## config.mk

```make
export PLATFORM = sky130hd
export DESIGN_NAME = fifo_frame_drain
export DESIGN_NICKNAME = d
export VERILOG_FILES = /design/src/rtl/fifo_drain_pkg.sv /design/src/rtl/drain_skid_buf.sv /design/src/rtl/fifo_frame_drain.sv
export SDC_FILE = /design/constraint.sdc
export NUM_CORES = 1
export LEC_CHECK = 0
export CORE_MARGIN = 1
export CORE_UTILIZATION = 51
export CTS_CLUSTER_DIAMETER = 200
export DETAILED_ROUTE_END_ITERATION = 8
export GPL_ROUTABILITY_DRIVEN = 0
export PLACE_DENSITY = 0.83
export SYNTH_ARGS = -nofsm -noshare
export SYNTH_HDL_FRONTEND = slang
export SYNTH_SLANG_ARGS = --single-unit
```

## constraint.sdc

```tcl
create_clock -name clk -period 2.5 [get_ports clk]
set_input_delay 0.375 -clock clk [delete_from_list [all_inputs] [get_ports clk]]
set_output_delay 0.375 -clock clk [all_outputs]
set_load 0.03 [all_outputs]
```

## src/rtl/fifo_drain_pkg.sv

```systemverilog
// fifo_drain_pkg: shared width, FSM state and skid-buffer entry types for fifo_frame_drain.
package fifo_drain_pkg;
    localparam int DATA_WIDTH_DEF = 32;
    typedef enum logic [0:0] {S_DATA, S_CSUM} state_t;
    typedef struct packed {
        logic [DATA_WIDTH_DEF-1:0] data;
        logic                      last;
    } entry_t;
endpackage

```

## src/rtl/drain_skid_buf.sv

```systemverilog
// drain_skid_buf: 2-entry valid/ready output buffer reporting occupancy and FIFO read credit.
module drain_skid_buf
    import fifo_drain_pkg::*;
(
    input  logic                      clk,
    input  logic                      rst,
    input  logic                      push,
    input  logic [DATA_WIDTH_DEF-1:0] push_data,
    input  logic                      push_last,
    input  logic                      inflight,
    input  logic                      ready,
    output logic [DATA_WIDTH_DEF-1:0] head_data,
    output logic                      head_last,
    output logic [1:0]                occ,
    output logic [1:0]                credit
);
    entry_t head, tail, din;
    logic pop;
    assign din = '{data: push_data, last: push_last};
    assign pop = occ != 2'd0 && ready;
    // a pop this cycle frees the slot that a read issued now will land in
    assign credit = 2'd2 - occ - {1'b0, inflight} + {1'b0, pop};
    assign head_data = head.data;
    assign head_last = head.last;
    always_ff @(posedge clk) begin
        if (rst) begin
            head <= '0;
            tail <= '0;
            occ  <= '0;
        end else begin
            if (pop && occ == 2'd2) head <= tail;
            else if (push && (occ == 2'd0 || (pop && occ == 2'd1))) head <= din;
            if (push && occ == (pop ? 2'd2 : 2'd1)) tail <= din;
            occ <= occ + {1'b0, push} - {1'b0, pop};
        end
    end
endmodule

```

## src/rtl/fifo_frame_drain.sv

```systemverilog
// fifo_frame_drain: pops a FIFO into fixed-length frames on a valid/ready/last stream.
// DRAIN_CSUM_EN appends a wrap-around sum word (carrying last) after every frame.
module fifo_frame_drain
    import fifo_drain_pkg::*;
#(
    parameter int DATA_WIDTH = DATA_WIDTH_DEF,
    parameter int FRAME_LEN  = 4,
    parameter int FCNT_WIDTH = 16
) (
    input  logic                  clk,
    input  logic                  rst,
    input  logic [DATA_WIDTH-1:0] fifo_data_out,
    input  logic                  fifo_empty,
    output logic                  fifo_re,
    output logic [DATA_WIDTH-1:0] m_data,
    output logic                  m_valid,
    output logic                  m_last,
    input  logic                  m_ready,
    output logic [FCNT_WIDTH-1:0] frame_cnt
);
    localparam logic [7:0] FL    = 8'(FRAME_LEN);
    localparam logic [7:0] FL_M1 = 8'(FRAME_LEN - 1);

    logic                      rd_pend, push, push_last;
    logic [DATA_WIDTH_DEF-1:0] push_data;
    logic [1:0]                occ, credit;
    logic [7:0]                issued, captured;

    drain_skid_buf u_buf (
        .clk       (clk),
        .rst       (rst),
        .push      (push),
        .push_data (push_data),
        .push_last (push_last),
        .inflight  (rd_pend),
        .ready     (m_ready),
        .head_data (m_data),
        .head_last (m_last),
        .occ       (occ),
        .credit    (credit)
    );

    assign m_valid = occ != 2'd0;

    always_ff @(posedge clk) begin
        if (rst) begin
            rd_pend   <= 1'b0;
            frame_cnt <= '0;
        end else begin
            rd_pend <= fifo_re;
            if (m_valid && m_ready && m_last) frame_cnt <= frame_cnt + FCNT_WIDTH'(1);
        end
    end

`ifdef DRAIN_CSUM_EN
    state_t                    state;
    logic [DATA_WIDTH_DEF-1:0] sum;
    logic                      csum_push;
    // no read can be in flight in S_CSUM, so the checksum never collides with a capture
    assign csum_push = state == S_CSUM && credit != 2'd0;
    assign fifo_re   = state == S_DATA && !fifo_empty && credit != 2'd0 && issued < FL;
    assign push      = rd_pend || csum_push;
    assign push_data = rd_pend ? fifo_data_out : sum;
    assign push_last = csum_push;
    always_ff @(posedge clk) begin
        if (rst || csum_push) begin
            state    <= S_DATA;
            sum      <= '0;
            issued   <= '0;
            captured <= '0;
        end else begin
            if (fifo_re) issued <= issued + 8'd1;
            if (rd_pend) begin
                sum      <= sum + fifo_data_out;
                captured <= captured + 8'd1;
                if (captured == FL_M1) state <= S_CSUM;
            end
        end
    end
`else
    assign fifo_re   = !fifo_empty && credit != 2'd0 && issued < FL;
    assign push      = rd_pend;
    assign push_data = fifo_data_out;
    assign push_last = captured == FL_M1;
    always_ff @(posedge clk) begin
        if (rst) begin
            issued   <= '0;
            captured <= '0;
        end else begin
            if (fifo_re) issued <= issued + 8'd1;
            if (rd_pend) begin
                issued   <= push_last ? 8'd0 : issued;
                captured <= push_last ? 8'd0 : captured + 8'd1;
            end
        end
    end
`endif
endmodule

```

==> flow_summary.json, run 1 <==
{
  "synth_seq_cells": 101,
  "synth_edf_count": 0,
  "via_count": 3348,
  "cts_setup_buffers": 0,
  "clk_pin_slew_worst_paths_ns": 0.09,
  "skew_ns": 0.00729,
  "antenna_found_initial": 0,
  "place_hpwl_um": 6280,
  "critical_path_required_ns": 2.12,
  "cp_data_arrival_time_ns": 1.94,
  "cts.path.max_buffers": 2,
  "r2r-start": "u_buf.occ[0]",
  "yosysWarnings": 0,
  "maxCapViolations": 0,
  "syn-num-nets": 473,
  "period_share": 0.924,
  "firstDrtPassIters": 5,
  "nFillCells": 620,
  "async_flop_share": 0,
  "finalSetupViolations": 0,
  "hold_class": "reg2reg",
  "worstMarginPinSlew_ns": 0.575,
  "cts-buffers-inserted": 9,
  "final_nets": 558,
  "worst-setup-path-type": "in2out",
  "run_status": "finished, final reports clean",
  "wirelength_um": 8830,
  "core_area_sq_um": 7890,
  "dp.cells": 607,
  "hold_depth": 1,
  "synth_xor_area_frac": 0.0413,
  "critPathMaxFanout": 2,
  "avgRoutedWirePerCell_um": 14.2,
  "fin_cells": 623,
  "drive_gt1_frac": 0.0806,
  "grt_pass1_vias": 3186,
  "cts_tree": "yes",
  "synthSimpleGateAreaFrac": 0.160,
  "clock-sinks": 101,
  "rows": 32,
  "synth_top_area_cell": "dfxtp_1",
  "min_from": "issued[7]",
  "reg2regPathDepth": 8,
  "clk_latency_ns": 0.35,
  "grt_start_max_net_pins": 47,
  "max_freq_mhz": 433,
  "hold_ws_ns": 0.471,
  "yosys.area.top_type_share": 0.477,
  "synthAdderAreaFrac": 0.0195,
  "fin_crit_ns": 2.31,
  "rsz0062_at_grt": "no",
  "synth_common_cells": "101 x dfxtp_1, 94 x nor2_1, 68 x mux2i_1",
  "reg2reg_slack_ns": 0.50,
  "relSlewSlack": 0.617,
  "synthCells": 431,
  "fin_setup_tns_ns": 0,
  "die_area_sq_um": 8690,
  "slew_viol_final": 0,
  "htreeDepth": 3,
  "syn_area_per_cell_sq_um": 9.84,
  "worstSetupEndpointType": "output pin",
  "synthTopCellsByArea": "dfxtp_1 48%, mux2i_1 16%, nor2_1 8.3%",
  "cts_root_buffer": "clkbuf_8",
  "leakagePower_nw": 2.47,
  "muxShareOfSynthArea": 0.166,
  "synth.distinct_cells": 40,
  "route.detailed.drc": 0,
  "die_h_um": 93.2,
  "die_w_um": 93.2,
  "area_growth_pct": 29.3,
  "finalPower_mw": 5.41,
  "synth_top_family_by_area": "multiplexers",
  "grt_util_all_layers": 0.209,
  "start_util": 0.538,
  "drtIter0Drc": 93,
  "final_util": 0.695,
  "critPathLaunchType": "input port",
  "grt_overflow": 0,
  "synth_compound_area_frac": 0.0926,
  "ir_worst_vdd_uv": 511,
  "ant_nets": 0,
  "grt_pass1_wl_um": 14500,
  "min_to": "issued[7]",
  "finalHoldViolCount": 0,
  "port_buffers": 86,
  "routed_via_density": 5.37,
  "power.density_nw_per_um2": 987,
  "yosysSeqAreaShare": 0.477,
  "r2r_end": "u_buf.tail[2]",
  "yosysMostFrequentCell": "dfxtp_1",
  "ys.flop_type": "dfxtp_1",
  "io_pins": 87,
  "antenna_cells": 0,
  "netlist_area_sq_um": 4240
}
## critical path, stage by stage
cell and delay [ns]:
clkdlybuf4s50_1 0.43, o21a_1 0.15, fa_1 0.38, xor2_1 0.15, o211ai_1 0.22, inv_1 0.07, buf_2 0.18
## per-layer routing
metal,global-route usage,vias to the layer above,share of wire
li1,-,1670,-
met1,0.263,1584,0.46
met3,0.0488,8,0.041
met4,0.0551,0,0.0086
met2,0.357,86,0.49
met5,0,-,0
## area by class of cell
type	instances	area (sq um)	share of cell area
multi-input cells	296	2050	0.374
flip-flops and latches	101	2020	0.369
repair buffers	101	1000	0.182
clock buffers	10	138	0.0251
well taps	102	128	0.0233
clock inverters	6	116	0.0212
inverters	7	26.3	0.00479
## layout by cell type (no fill, tap or decap), types with 4 or more instances in the layout
| cell | instances |
|---|---|
| nand2_1 | 7 |
| clkdlybuf4s50_1 | 84 |
| xor2_1 | 13 |
| a21oi_1 | 5 |
| nand3_1 | 7 |
| dfxtp_1 | 100 |
| and2_1 | 6 |
| buf_4 | 12 |
| inv_1 | 6 |
| xnor2_1 | 7 |
| nor2_1 | 94 |
| clkbuf_8 | 10 |
| and3_1 | 4 |
| nand4_1 | 8 |
| ha_1 | 5 |
| o21ai_0 | 4 |
| nand3b_1 | 4 |
| a211oi_1 | 33 |
| nor2b_1 | 4 |
| mux2i_1 | 68 |
## how the worst max path moves through the flow
stage,start,end,depth (start not counted)
final,m_ready,fifo_re,7
after global routing,m_ready,fifo_re,7
after CTS,m_ready,fifo_re,6
after detailed placement,m_ready,fifo_re,6
after global placement,m_ready,fifo_re,6
after floorplan,u_buf.occ[1],fifo_re,6
## registers in the layout, indices dropped and copies added, names as in the netlist
signal	flops
captured	8
frame_cnt	16
issued	8
push	1
u_buf.head_data	32
u_buf.head_last	1
u_buf.occ	2
u_buf.tail	33
## cell families (layout without fill, tap and decap cells)
logic type      after synthesis  count (layout)
fa+ha+maj                     6               6
buf+inv                      34             124
compound gates               52              52
xor+xnor                     20              20
flops                       101             101
simple gates                148             148
mux                          70              70
## per-stage QoR
stage | area, sq um | worst slack (ns)
final | 5490 | 0.189
after global placement | 5240 | -0.246
after detailed placement | 5240 | -0.237
after global routing | 5490 | 0.0899
after floorplan | 4240 | 0.410
after CTS | 5490 | 0.0556
## timing repair
action / 4_1_cts / 5_1_grt
endpoints found under the hold margin: 0 / 0
pin swaps: 0 / 1
gates resized for setup: 4 / 2
endpoints found under the setup margin: 1 / 1
hold buffers: 0 / 0
## report_power, final
part           internal, mW  leakage [nW]  total (mW)  switching, mW
Clock                 0.701         0.127        1.26          0.554
Combinational         0.909          1.52        2.07           1.17
Sequential             1.91         0.821        2.08          0.177
Total                  3.52          2.47        5.41           1.90
Power figures use the tool's default switching activity.
==> run 2: changes to the inputs <==
--- a/config.mk
+++ b/config.mk
@@ -11,6 +11,7 @@
 export DETAILED_ROUTE_END_ITERATION = 8
 export GPL_ROUTABILITY_DRIVEN = 0
 export PLACE_DENSITY = 0.83
+export REMOVE_ABC_BUFFERS = 1
 export SYNTH_ARGS = -nofsm -noshare
 export SYNTH_HDL_FRONTEND = slang
 export SYNTH_SLANG_ARGS = --single-unit
==> run 2 against run 1 <==
Critical path type unchanged. Utilization shrank 1.1 points. Wire length shrank 1.4%. Critical path depth shrank 1.
==> flow_summary.json, run 2 (synthesized netlist as in run 1, its figures left out) <==
{
  "worstSetupEndpointType": "output pin",
  "fin_crit_ns": 2.29,
  "grt_util_all_layers": 0.211,
  "hold_class": "reg2reg",
  "cts_root_buffer": "clkbuf_8",
  "routed_via_density": 5.38,
  "cp_data_arrival_time_ns": 1.91,
  "cts_setup_buffers": 0,
  "slew_viol_final": 0,
  "reg2regPathDepth": 8,
  "nFillCells": 618,
  "wl_met2_um": 4520,
  "critPathLaunchType": "input port",
  "core_area_sq_um": 7890,
  "place_hpwl_um": 6050,
  "clock-sinks": 101,
  "run_status": "finished, final reports clean",
  "endpoint": "fifo_re",
  "clk_pin_slew_worst_paths_ns": 0.09,
  "die_w_um": 93.2,
  "largest_register": "u_buf.tail",
  "layout_common_cells": "100 x dfxtp_1, 94 x nor2_1, 84 x clkdlybuf4s50_1",
  "clk_latency_ns": 0.36,
  "dp.cells": 604,
  "max_freq_mhz": 437,
  "final_nets": 555,
  "finalHoldViolCount": 0,
  "grt_pass1_wl_um": 14600,
  "via_count": 3336,
  "htreeDepth": 3,
  "finalPower_mw": 5.12,
  "r2r_end": "u_buf.tail[7]",
  "route.detailed.drc": 0,
  "cts.path.max_buffers": 2,
  "worstMarginPinSlew_ns": 0.568,
  "reg2reg_slack_ns": 0.64,
  "io_pins": 87,
  "rows": 32,
  "dr.max_layer_used": "met4",
  "antenna_cells": 0,
  "maxCapViolations": 0,
  "critPathMaxFanout": 2,
  "die_h_um": 93.2,
  "drtIter0Drc": 87,
  "cts-buffers-inserted": 9,
  "start_util": 0.538,
  "ir_worst_vdd_uv": 485,
  "largest_reg_flops": 33,
  "area_growth_pct": 27.2,
  "wl_met3_um": 287,
  "wirelength_um": 8700,
  "skew_ns": 0.0152,
  "postCtsHoldBufs": 0,
  "relSlewSlack": 0.621,
  "final_common_cell": "dfxtp_1",
  "rsz0062_at_grt": "no",
  "cts_tree": "yes",
  "antenna_found_initial": 0,
  "leakagePower_nw": 2.42,
  "wl_met1_um": 3720,
  "final_util": 0.684,
  "ant_nets": 0,
  "power.density_nw_per_um2": 950,
  "fin_cells": 620,
  "worst-setup-path-type": "in2out",
  "port_buffers": 86,
  "period_share": 0.915,
  "critical_path_required_ns": 2.12,
  "die_area_sq_um": 8690,
  "finalSetupViolations": 0,
  "r2r-start": "u_buf.occ[0]",
  "firstDrtPassIters": 4,
  "grt_start_max_net_pins": 67,
  "drive_gt1_frac": 0.0753,
  "grt_overflow": 0,
  "avgRoutedWirePerCell_um": 14.0,
  "grt_pass1_vias": 3281,
  "crit_path_start": "m_ready"
}
## run 2: cell types whose count changed in the layout (fill, tap and decap cells not counted)
cell	delta
bufinv_16	-3
clkinv_4	-1
buf_4	-3
buf_2	-1
inv_8	+1
clkbuf_2	+1
inv_6	+1
clkinv_2	+1
clkinvlp_4	+1
## run 2: per-layer routing
layer	global-route usage	vias to the layer above
met2	0.382	68
met5	0	-
met3	0.0317	16
li1	-	1671
met1	0.243	1581
met4	0.103	0
## run 2: through the flow
stage | hold WS [ns] | cell area (sq um) | TNS (ns) | worst slack [ns]
finish | 0.467 | 5400 | 0 | 0.213
global route | 0.479 | 5400 | 0 | 0.124
CTS | 0.463 | 5400 | 0 | 0.0373
detailed placement | 0.445 | 5210 | -0.200 | -0.200
global placement | 0.443 | 5210 | -0.180 | -0.180
floorplan | 0.430 | 4080 | -31.40 | -0.951
## run 2: worst min-delay path by stage
stage	from	end	slack, ns	cells after the start
2_1_floorplan	issued[7]	issued[7]	0.43	1
3_3_place_gp	issued[4]	issued[4]	0.44	1
3_5_place_dp	issued[3]	issued[3]	0.45	1
4_1_cts	rst	u_buf.tail[10]	0.46	2
5_1_grt	issued[3]	issued[3]	0.48	1
6_report	issued[7]	issued[7]	0.47	1
## run 2: critical path, cell delays in order
cell	delay (ns)
clkdlybuf4s50_1	0.47
o21a_1	0.16
fa_1	0.43
o211ai_1	0.23
inv_1	0.06
clkbuf_2	0.18
## run 2: report_power, final
group,switching [mW],internal [mW]
Combinational,1.17,0.889
Sequential,0.184,1.91
Clock,0.573,0.405
Total,1.92,3.20
## run 2: repair_timing
action	CTS	global route
resized for setup	2	2
pin swaps	0	0
setup endpoints to repair	1	1
cloned	0	0
## run 2: cell type report
class	instances	area, sq um	share of cell area
tap	102	128	0.0236
clock buffer	10	138	0.0255
clock inverter	6	50.0	0.00927
inverter	7	26.3	0.00487
sequential	101	2020	0.375
timing repair buffer	98	978	0.181
multi-input combinational	296	2050	0.380
==> run 3: changes to the inputs <==
--- a/config.mk
+++ b/config.mk
@@ -11,6 +11,7 @@
 export DETAILED_ROUTE_END_ITERATION = 8
 export GPL_ROUTABILITY_DRIVEN = 0
 export PLACE_DENSITY = 0.83
+export RECOVER_POWER = 25
 export REMOVE_ABC_BUFFERS = 1
 export SYNTH_ARGS = -nofsm -noshare
 export SYNTH_HDL_FRONTEND = slang
==> run 3 against run 2 <==
Flip-flop and latch count unchanged. Global-route usage unchanged. Register-to-register slack got worse by 0.06 ns. Clock power increased by 0.6%. Critical path type unchanged. Largest power group unchanged. Sequential power about the same. Critical path depth unchanged. Highest routed layer unchanged. Via count decreased by 0.90%. Sequential share of layout area increased by 0.27 points. Die area unchanged. Maximum frequency increased by 0.46%. Largest cell class unchanged. Combinational power about the same. Wire length increased by 0.71%.
==> flow_summary.json, run 3 (synthesized netlist as in run 1, its figures left out) <==
{
  "clk_pin_slew_worst_paths_ns": 0.09,
  "drive_gt1_frac": 0.0656,
  "htreeDepth": 3,
  "ant_nets": 0,
  "critical_path_required_ns": 2.12,
  "hold_class": "reg2reg",
  "power.density_nw_per_um2": 953,
  "maxCapViolations": 0,
  "fin_ws_ns": 0.224,
  "place_hpwl_um": 6050,
  "worst-setup-path-type": "in2out",
  "period_share": 0.911,
  "nFillCells": 629,
  "post_cts_resized": 2,
  "cts.path.max_buffers": 2,
  "grt_util_all_layers": 0.211,
  "postCtsHoldBufs": 0,
  "critPathLaunchType": "input port",
  "ir_worst_vdd_uv": 485,
  "antenna_found_initial": 0,
  "finalSetupViolations": 0,
  "layout_common_cells": "100 x dfxtp_1, 94 x nor2_1, 84 x clkdlybuf4s50_1",
  "grt_overflow": 0,
  "fin_setup_tns_ns": 0,
  "drtIter0Drc": 80,
  "grt_pass1_vias": 3281,
  "critPathMaxFanout": 2,
  "routed_via_density": 5.33,
  "slew_viol_final": 0,
  "place_ws_ns": -0.200,
  "cp_data_arrival_time_ns": 1.90,
  "finalHoldViolCount": 0,
  "route.detailed.drc": 0,
  "wirelength_um": 8770,
  "port_buffers": 86,
  "clk_latency_ns": 0.37,
  "core_area_sq_um": 7890,
  "grt_start_max_net_pins": 67,
  "run_status": "finished, final reports clean",
  "area_growth_pct": 26.3,
  "cts_tree": "yes",
  "die_h_um": 93.2,
  "largest_register": "u_buf.tail",
  "cts_root_buffer": "clkbuf_8",
  "rsz0062_at_grt": "no",
  "worstMarginPinSlew_ns": 0.686,
  "relSlewSlack": 0.543,
  "clock-sinks": 101,
  "fin_crit_ns": 2.28,
  "io_pins": 87,
  "final_common_cell": "dfxtp_1",
  "max_freq_mhz": 439,
  "die_area_sq_um": 8690,
  "hold_ws_ns": 0.471,
  "via_count": 3306,
  "avgRoutedWirePerCell_um": 14.1,
  "rows": 32,
  "antenna_cells": 0,
  "final_nets": 555,
  "cts-buffers-inserted": 9,
  "skew_ns": 0.0147,
  "die_w_um": 93.2,
  "worstSetupEndpointType": "output pin",
  "firstDrtPassIters": 4,
  "start_util": 0.538,
  "cts_setup_buffers": 0,
  "grt_pass1_wl_um": 14600,
  "leakagePower_nw": 2.39,
  "largest_reg_flops": 33
}
==> run 3: cell count changes in the layout (fill, tap and decap cells not counted), sizes merged <==
cell    delta
clkbuf     +3
buf        -3
==> run 3: where the power goes <==
group	switching [mW]	internal (mW)	leakage [nW]	total, mW
sequential	0.182	1.91	0.821	2.09
clock	0.579	0.405	0.0956	0.985
combinational	1.16	0.868	1.48	2.03
total	1.92	3.18	2.39	5.11
==> run 3: layout make-up <==
| class | count | area (sq um) | share of cell area |
|---|---|---|---|
| timing repair buffer | 98 | 958 | 0.179 |
| sequential | 101 | 2020 | 0.378 |
| clock inverter | 6 | 50.0 | 0.00934 |
| tap | 102 | 128 | 0.0238 |
| multi-input combinational | 296 | 2030 | 0.380 |
| inverter | 7 | 26.3 | 0.00490 |
| clock buffer | 10 | 138 | 0.0257 |
==> run 3: final timing paths <==
| path | from | to | slack [ns] | cells after the start |
|---|---|---|---|---|
| setup / recovery | m_ready | fifo_re | 0.22 | 6 |
| hold / removal | issued[3] | issued[3] | 0.47 | 1 |
| setup reg to reg | u_buf.occ[1] | frame_cnt[15] | 0.58 | 5 |
| hold reg to reg | issued[3] | issued[3] | 0.47 | 1 |
==> run 3: worst max-delay path, stage by stage <==
cell,delay [ns]
clkdlybuf4s50_1,0.47
o21a_1,0.15
fa_1,0.43
o211ai_1,0.23
inv_1,0.06
clkbuf_2,0.18
==> run 3: per-layer routing <==
metal  global-route usage  up-vias  routed length [um]
met5                    0        -                   0
met4                0.103        0                 189
met3               0.0317       15                 270
met2                0.382       62                4520
met1                0.243     1562                3790
li1                     -     1667                   -
==> run 3: metrics by stage <==
step / utilization / instances / total power, mW / instance area (sq um)
final: 0.679 / 620 / 5.11 / 5360
after global routing: 0.679 / 620 / 5.39 / 5360
after CTS: 0.685 / 620 / 5.18 / 5400
after detailed placement: 0.661 / 604 / 4.20 / 5210
after global placement: 0.661 / 604 / 4.13 / 5210
after floorplan: - / 404 / 3.41 / 4080
